**config.mk**
```make
export PLATFORM = sky130hd
export DESIGN_NAME = fetch_decode_buffer
export DESIGN_NICKNAME = d
export VERILOG_FILES = /design/src/rtl/dlx_pipe_pkg.sv /design/src/rtl/fdb_storage.sv /design/src/rtl/fetch_decode_buffer.sv
export SDC_FILE = /design/constraint.sdc
export NUM_CORES = 1
export LEC_CHECK = 0
export CAP_MARGIN = 40
export CORE_MARGIN = 1.5
export CORE_UTILIZATION = 35
export DETAILED_ROUTE_END_ITERATION = 8
export PLACE_DENSITY = 0.7
export SLEW_MARGIN = 20
export SYNTH_ARGS = -nofsm -noshare
export SYNTH_HDL_FRONTEND = slang
export SYNTH_SLANG_ARGS = --single-unit
```
**constraint.sdc**
```tcl
create_clock -name clk -period 8.6 [get_ports clk]
set_clock_uncertainty 0.05 [all_clocks]
set_input_delay 2.15 -clock clk [delete_from_list [all_inputs] [get_ports clk]]
set_output_delay 2.15 -clock clk [all_outputs]
set_load 0.01 [all_outputs]
```
**src/rtl/dlx_pipe_pkg.sv**
```systemverilog
// Shared definitions for the DLX pipeline: the IF/ID packet layout and the NOP bubble word.
package dlx_pipe_pkg;

   localparam logic [31:0] NOP_INSTR = 32'h5400_0000;
   localparam int          PKT_W     = 96;

   typedef struct packed {
      logic [31:0] pc;
      logic [31:0] pcplus4;
      logic [31:0] instr;
   } fetch_pkt_t;

endpackage

```
**src/rtl/fdb_storage.sv**
```systemverilog
// Packet storage for the fetch/decode buffer: one synchronous write port, one async read port.
module fdb_storage
   import dlx_pipe_pkg::*;
#(
   parameter int DEPTH = 2,
   parameter int AW    = $clog2(DEPTH)
) (
   input  logic             clk,
   input  logic             we,
   input  logic [AW-1:0]    waddr,
   input  logic [PKT_W-1:0] wdata,
   input  logic [AW-1:0]    raddr,
   output logic [PKT_W-1:0] rdata
);

   logic [PKT_W-1:0] mem [DEPTH];

   // Data only; validity is tracked by the caller's count, so no reset here.
   always_ff @(posedge clk) begin
      if (we) mem[waddr] <= wdata;
   end

   assign rdata = mem[raddr];

endmodule

```
**src/rtl/fetch_decode_buffer.sv**
```systemverilog
// Elastic IF/ID boundary: FIFO of fetch packets with decode backpressure and flush-to-bubble.
module fetch_decode_buffer
   import dlx_pipe_pkg::*;
#(
   parameter int          DEPTH     = 2,
   parameter logic [31:0] NOP_INSTR = dlx_pipe_pkg::NOP_INSTR
) (
   input  logic                     clk,
   input  logic                     reset,
   input  logic [31:0]              pc_in,
   input  logic [31:0]              pcplus4_in,
   input  logic [31:0]              instr_in,
   input  logic                     in_valid,
   output logic                     in_ready,
   input  logic                     flush,
   output logic [31:0]              id_pc,
   output logic [31:0]              id_pcplus4,
   output logic [31:0]              id_instr,
   output logic                     id_valid,
   input  logic                     id_ready,
   output logic [$clog2(DEPTH):0]   occupancy
);

   localparam int AW = $clog2(DEPTH);
   localparam int CW = AW + 1;

   logic [AW-1:0] wr_ptr;
   logic [AW-1:0] rd_ptr;
   logic [CW-1:0] count;
   logic          push;
   logic          pop;
   fetch_pkt_t    wr_pkt;
   fetch_pkt_t    head_pkt;
   logic [PKT_W-1:0] head_raw;

   // Handshake decoded from registered count only, so fetch never sees a path from decode.
   assign in_ready = (count != CW'(DEPTH));
   assign id_valid = (count != '0);
   assign push     = in_valid & in_ready & ~flush;
   assign pop      = id_valid & id_ready & ~flush;

   assign wr_pkt = '{pc: pc_in, pcplus4: pcplus4_in, instr: instr_in};

   fdb_storage #(
      .DEPTH (DEPTH),
      .AW    (AW)
   ) u_storage (
      .clk   (clk),
      .we    (push),
      .waddr (wr_ptr),
      .wdata (wr_pkt),
      .raddr (rd_ptr),
      .rdata (head_raw)
   );

   always_ff @(posedge clk or negedge reset) begin
      if (!reset) begin
         wr_ptr <= '0;
         rd_ptr <= '0;
         count  <= '0;
      end else if (flush) begin
         wr_ptr <= '0;
         rd_ptr <= '0;
         count  <= '0;
      end else begin
         if (push) wr_ptr <= wr_ptr + AW'(1);
         if (pop)  rd_ptr <= rd_ptr + AW'(1);
         count <= count + CW'(push) - CW'(pop);
      end
   end

   // Stale entry contents are masked whenever the buffer is empty.
   assign head_pkt   = head_raw;
   assign id_pc      = id_valid ? head_pkt.pc      : 32'h0;
   assign id_pcplus4 = id_valid ? head_pkt.pcplus4 : 32'h0;
   assign id_instr   = id_valid ? head_pkt.instr   : NOP_INSTR;
   assign occupancy  = count;

endmodule

```
# Word-level counts from Yosys, hierarchy flattened
# Memory sizes are Yosys's and may differ from the RTL's.
# Index checks and enable logic that the tools add are counted.
[word_totals] latchBits=0 ff_bits=4 out_inout_bits=100 n_memories=1 ram_bits=192 mem_bits_ro=0 wordCells=27
[memory_table] name="u_storage.mem" words=2 word_bits=96 rd=1 rd_ports_with_merged_regs=0 wr=1 line_no="fdb_storage.sv:16" rtl="logic [PKT_W-1:0] mem [DEPTH];"
[classes] n_mux=10 n_addsub=4 mul=0 n_reduce_logical=3 n_lt_le_gt_ge=0 n_shift=0 n_eq_ne=1 bitwise=5 div_mod_pow=0
[op_table] cell="two-way mux 32 bit" count=3
[op_table] cell="two-way mux 1 bit" count=6
[op_table] cell="nonzero test 2 bit" count=3
[op_table] cell="bitwise AND 1 bit" count=4
[op_table] cell="adder 1 bit (second input constant)" count=2
[op_table] cell="adder 2 x 1 -> 2 bit" count=1
[op_table] cell="two-way mux 2 bit" count=1
[op_table] cell="inequality test 2 bit (second input constant)" count=1
[op_table] cell="subtractor 2 x 1 -> 2 bit" count=1
[op_table] cell="inverter 1 bit" count=1

# Depth between registers and ports, before layout
[depth] depth_word=6 depth_mapped=8 mapped_depth_nobuf=8

# By module
# From an unflattened synthesis, not the netlist that was laid out.
[hier_totals] hier_cells=432 hier_area_um2=8124.0
[modules_own_cells] mod="fdb_storage" area_per_inst_um2=7140.6 n_inst=1 cells_per_inst=301 seq_area_each_um2=5765.5
[modules_own_cells] mod="fetch_decode_buffer" area_per_inst_um2=983.4 n_inst=1 cells_per_inst=131 seq_area_each_um2=100.1

# Worst setup path after synthesis
# No wires, ideal clock.
[synth_path] path_type="in2reg" from="input port flush" to="memory u_storage.mem[0][0] (enable)" setup_slack_ns=1.628 cell_stages=2 setup_ns=0.552 arrival_time_ns=6.370 required_time_ns=7.998 cell_sequence="nand3b_1 nor2_1"
[synth_via] elab_chain_len=4
[synth_lines] element="start, declared" line_no="fetch_decode_buffer.sv:15" rtl="input logic flush,"
[synth_lines] element="inverter 1 bit" line_no="fetch_decode_buffer.sv:39" rtl="assign push = in_valid & in_ready & ~flush;"
[synth_lines] element="bitwise AND 1 bit" line_no="fetch_decode_buffer.sv:39"
[synth_lines] element="two-way mux 1 bit" line_no="fdb_storage.sv:20" rtl="if (we) mem[waddr] <= wdata;"
[synth_lines] element="two-way mux 1 bit (implied by the code)" line_no="fdb_storage.sv:20"
[synth_lines] element="end, declared" line_no="fdb_storage.sv:16"
# Every way passes these cells.

# Worst setup path in the final report
[layout_path] from="register rd_ptr" to="output port id_pcplus4[20]"
[layout_via] elab_chain_len=2
[layout_lines] element="start, declared" line_no="fetch_decode_buffer.sv:28" rtl="logic [AW-1:0] rd_ptr;"
[layout_lines] element="start signal, assigned" line_no="fetch_decode_buffer.sv:67" rtl="if (pop) rd_ptr <= rd_ptr + AW'(1);"
[layout_lines] element="memory (2 x 96 bit)"
[layout_lines] element="two-way mux 32 bit" line_no="fetch_decode_buffer.sv:75" rtl="assign id_pcplus4 = id_valid ? head_pkt.pcplus4 : 32'h0;"
[layout_lines] element="end, declared" line_no="fetch_decode_buffer.sv:17" rtl="output logic [31:0] id_pcplus4,"
# Every way passes these cells.

==> key figures <==
Status
  • Status: finished, final reports clean

Place
  • DP Wirelength: between 9000 and 10000 µm
  • IO buf count: 200
  • Placed cell count: between 800 and 900
  • DP Area: between 0.009 and 0.01 mm²
  • RD Place Congestion: about 0.73
  • Dpl ws: about 3.6 ns

Power and ir drop
  • Gate power share: 0.208
  • Reg power frac: 0.464
  • NetSw: approximately 600 µW
  • Sw frac: 0.2503
  • Int Power: between 1500 and 2000 µW
  • Clock power share: 0.328
  • Tot Pwr: between 2000 and 2500 µW
  • Peak supply drop: ~0.13 mV
  • Lkg Pwr: between 0.003 and 0.004 µW
  • Cell Pwr Density: roughly 240 mW/mm²

Worst setup path
  • Critical Path Slowest Stage Cell: dfrtp_4
  • Cell breakdown of the critical path: buf_4 -> buf_12 -> mux2i_1 -> nor2_1 -> clkdlybuf4s50_1
  • CP delay by family, top: buffers and inverters
  • Crit path largest cell delay: 0.94 ns
  • Kind of critical path: reg -> out
  • Buffer and inverter count on the worst path: 3
  • Crit start category: register
  • CP Max Fanout: 44
  • CP arrival: 3.02 ns
  • CP Capture Type: primary output
  • Worst path required time: approximately 6.4 ns

Logic synthesis
  • Mux cell area share after synthesis: 0.1283
  • Yosys warning total: 0
  • Syn Nets: ~530
  • Post-Syn Area: roughly 0.0075 mm²
  • Synth Area in Compound Gates: 0.002672
  • Mean area per synthesized cell: ~17 µm²
  • Unique cell type count in the Yosys netlist: 23
  • Mapped Cells: 430
  • Largest family of logic cells by synthesized area: multiplexers
  • Simple-Gate Fraction of Synth Area: 0.05562
  • Post-synthesis sequential area ratio: 0.7830
  • XOR/XNOR share of the synthesized area: 0.002338
  • FF+latch count, synth: approximately 200
  • Synth Area in Adders: 0.003341

Drt
  • Drt drc: 0
  • Antenna viol nets, final: 0
  • WL/cell: between 15 and 20 µm
  • TritonRoute pass-1 iters: 4
  • Vias: approximately 4200
  • Routed wire length: between 10000 and 15000 µm
  • Initial DRC count: roughly 160
  • Vias per cell: around 4.5

Floorplan
  • Area of the core: between 0.02 and 0.025 mm²
  • Die extent in x: around 150 µm
  • I/O Pins: 201
  • Initial Utilization: 0.3563
  • Die height: 149.3 µm
  • FP Rows: 53
  • Die area: roughly 0.022 mm²

STA
  • Final setup fails: 0
  • RSZ-0062 raised after global routing: false
  • Actual slew at the worst max-slew pin: 0.7746 ns
  • Final worst slack: between 3 and 4 ns
  • Rel. slew slack: 0.4836
  • Fin. max-slew vios: 0
  • Minimum clock period after layout: ~5.2 ns
  • Fin crit share: 0.6075
  • Hold Fails Final Rpt: 0
  • Max Clock Freq: between 150 and 200 MHz
  • Sum Neg Setup Slack: 0 ns

Clock tree
  • PostCTS Resize Cnt: 0
  • CTS Buf Count: 17
  • TritonCTS clock tree: yes
  • H-tree Lvls: 4
  • Clock Latency Late Sink: 0.42 ns
  • # Post-CTS Setup Buffers: 0
  • Sink Count: around 200
  • Longest Clk Path Bufs: 2
  • Hold bufs inserted after CTS: 0
  • Clock slew at reported path FFs: roughly 0.070 ns
  • CTS Root Cell: clkbuf_16

Final layout
  • # fillers: roughly 1800
  • Ant diodes: 0
  • Synthesis-to-finish area growth: 38.98%
  • Share of layout cells above drive strength 1: 0.06471
  • Non-filler cells, final: between 900 and 1000
  • Nets: 739
  • Design area: about 0.010 mm²
  • Commonest cells after routing, fill and taps aside: clkdlybuf4s50_1, edfxtp_1, mux2i_1, nor2_1, clkbuf_16
  • Most common cell after layout, fill and taps aside: clkdlybuf4s50_1

Flow run
  • Max-Cap Viols: 0

Global routing
  • First-pass GRT wire length: between 20000 and 25000 µm
  • Overflow after GRT: 0
  • Tot GR Track Use: 0.1375
  • Vias in the first global route: ~4400
  • Initial antenna violation count: 0
  • Pin count of the biggest net entering global routing: 63

Hold path
  • Tightest Hold Check Type: reg -> reg
## state kept, by name (all words and copies together) (netlist names)
register,flops
wr_ptr,1
u_storage.mem,192
occupancy,2
rd_ptr,1
## logic make-up after synthesis
group           count (synthesis)
flops                         196
xor+xnor                        2
mux                            96
compound gates                  3
buf+inv                        24
fa+ha+maj                       2
simple gates                  107
## cells in the mapped netlist (all sizes together)
| cell type | count | area [µm²] |
|---|---|---|
| nor2 | 99 | 374.1 |
| o21bai | 1 | 7.510 |
| clkbuf | 2 | 7.510 |
| edfxtp | 192 | 5766 |
| nand3b | 1 | 7.510 |
| dfrtp | 4 | 100.1 |
| buf | 19 | 166.4 |
| nand2b | 1 | 6.260 |
| nor3 | 1 | 5.000 |
| nor2b | 1 | 6.260 |
| inv | 3 | 11.26 |
| nand2 | 3 | 11.26 |
| ha | 2 | 25.02 |
| and2 | 1 | 6.260 |
| o21ai | 1 | 5.000 |
| mux2i | 96 | 960.9 |
| a211oi | 1 | 7.510 |
| xor2 | 2 | 17.52 |
## power groups by stage
stage	Clock [µW]	Combinational [µW]	Sequential (µW)
floorplan	0	265	1140
global placement	0	500	1160
detailed placement	0	512	1160
CTS	828	515	1140
global route	865	554	1140
finish	804	511	1140
## cell type report
| cell class | count | area (µm²) | share of cell area |
|---|---|---|---|
| clock buffers | 17 | 425.4 | 0.04086 |
| clock inverters | 15 | 173.9 | 0.01670 |
| inverters | 3 | 11.26 | 0.001082 |
| multi-input cells | 210 | 1460 | 0.1402 |
| flip-flops and latches | 196 | 5869 | 0.5638 |
| well taps | 275 | 344.1 | 0.03305 |
| repair buffers | 208 | 2127 | 0.2043 |
## final timing paths
| path | from | to | slack (ns) | cells after the start |
|---|---|---|---|---|
| setup reg to reg | occupancy[0] | u_storage.mem[0][9] | 5.72 | 5 |
| min in group asynchronous | reset | occupancy[0] | 1.88 | 1 |
| max in group asynchronous | reset | rd_ptr | 6.42 | 1 |
| hold / removal | wr_ptr | wr_ptr | 0.51 | 1 |
| setup / recovery | rd_ptr | id_pcplus4[20] | 3.38 | 5 |
| hold reg to reg | wr_ptr | wr_ptr | 0.51 | 1 |
## per-layer routing
layer | GRT usage | part of all wire | vias to the layer above | wire (µm)
met5 | 0 | 0 | - | 0
met1 | 0.1700 | 0.43 | 2023 | 6393
li1 | - | - | 2004 | -
met3 | 0.04434 | 0.072 | 15 | 1077
met4 | 0.04950 | 0.014 | 0 | 207
met2 | 0.2262 | 0.49 | 144 | 7303
## metrics by stage
stage,util,hold WS [ns]
2_1_floorplan,-,0.4023
3_3_place_gp,0.4622,0.4751
3_5_place_dp,0.4658,0.4933
4_1_cts,0.4943,0.5021
5_1_grt,0.4953,0.5196
6_report,0.4953,0.5061
## worst register-to-register path, stage by stage (launching register included)
cell      delay, ns
dfrtp_1        0.47
nand2b_1       0.19
nand3b_1       0.25
nor2_4         0.62
buf_16         0.26
buf_4          0.61
Power figures use the tool's default switching activity.
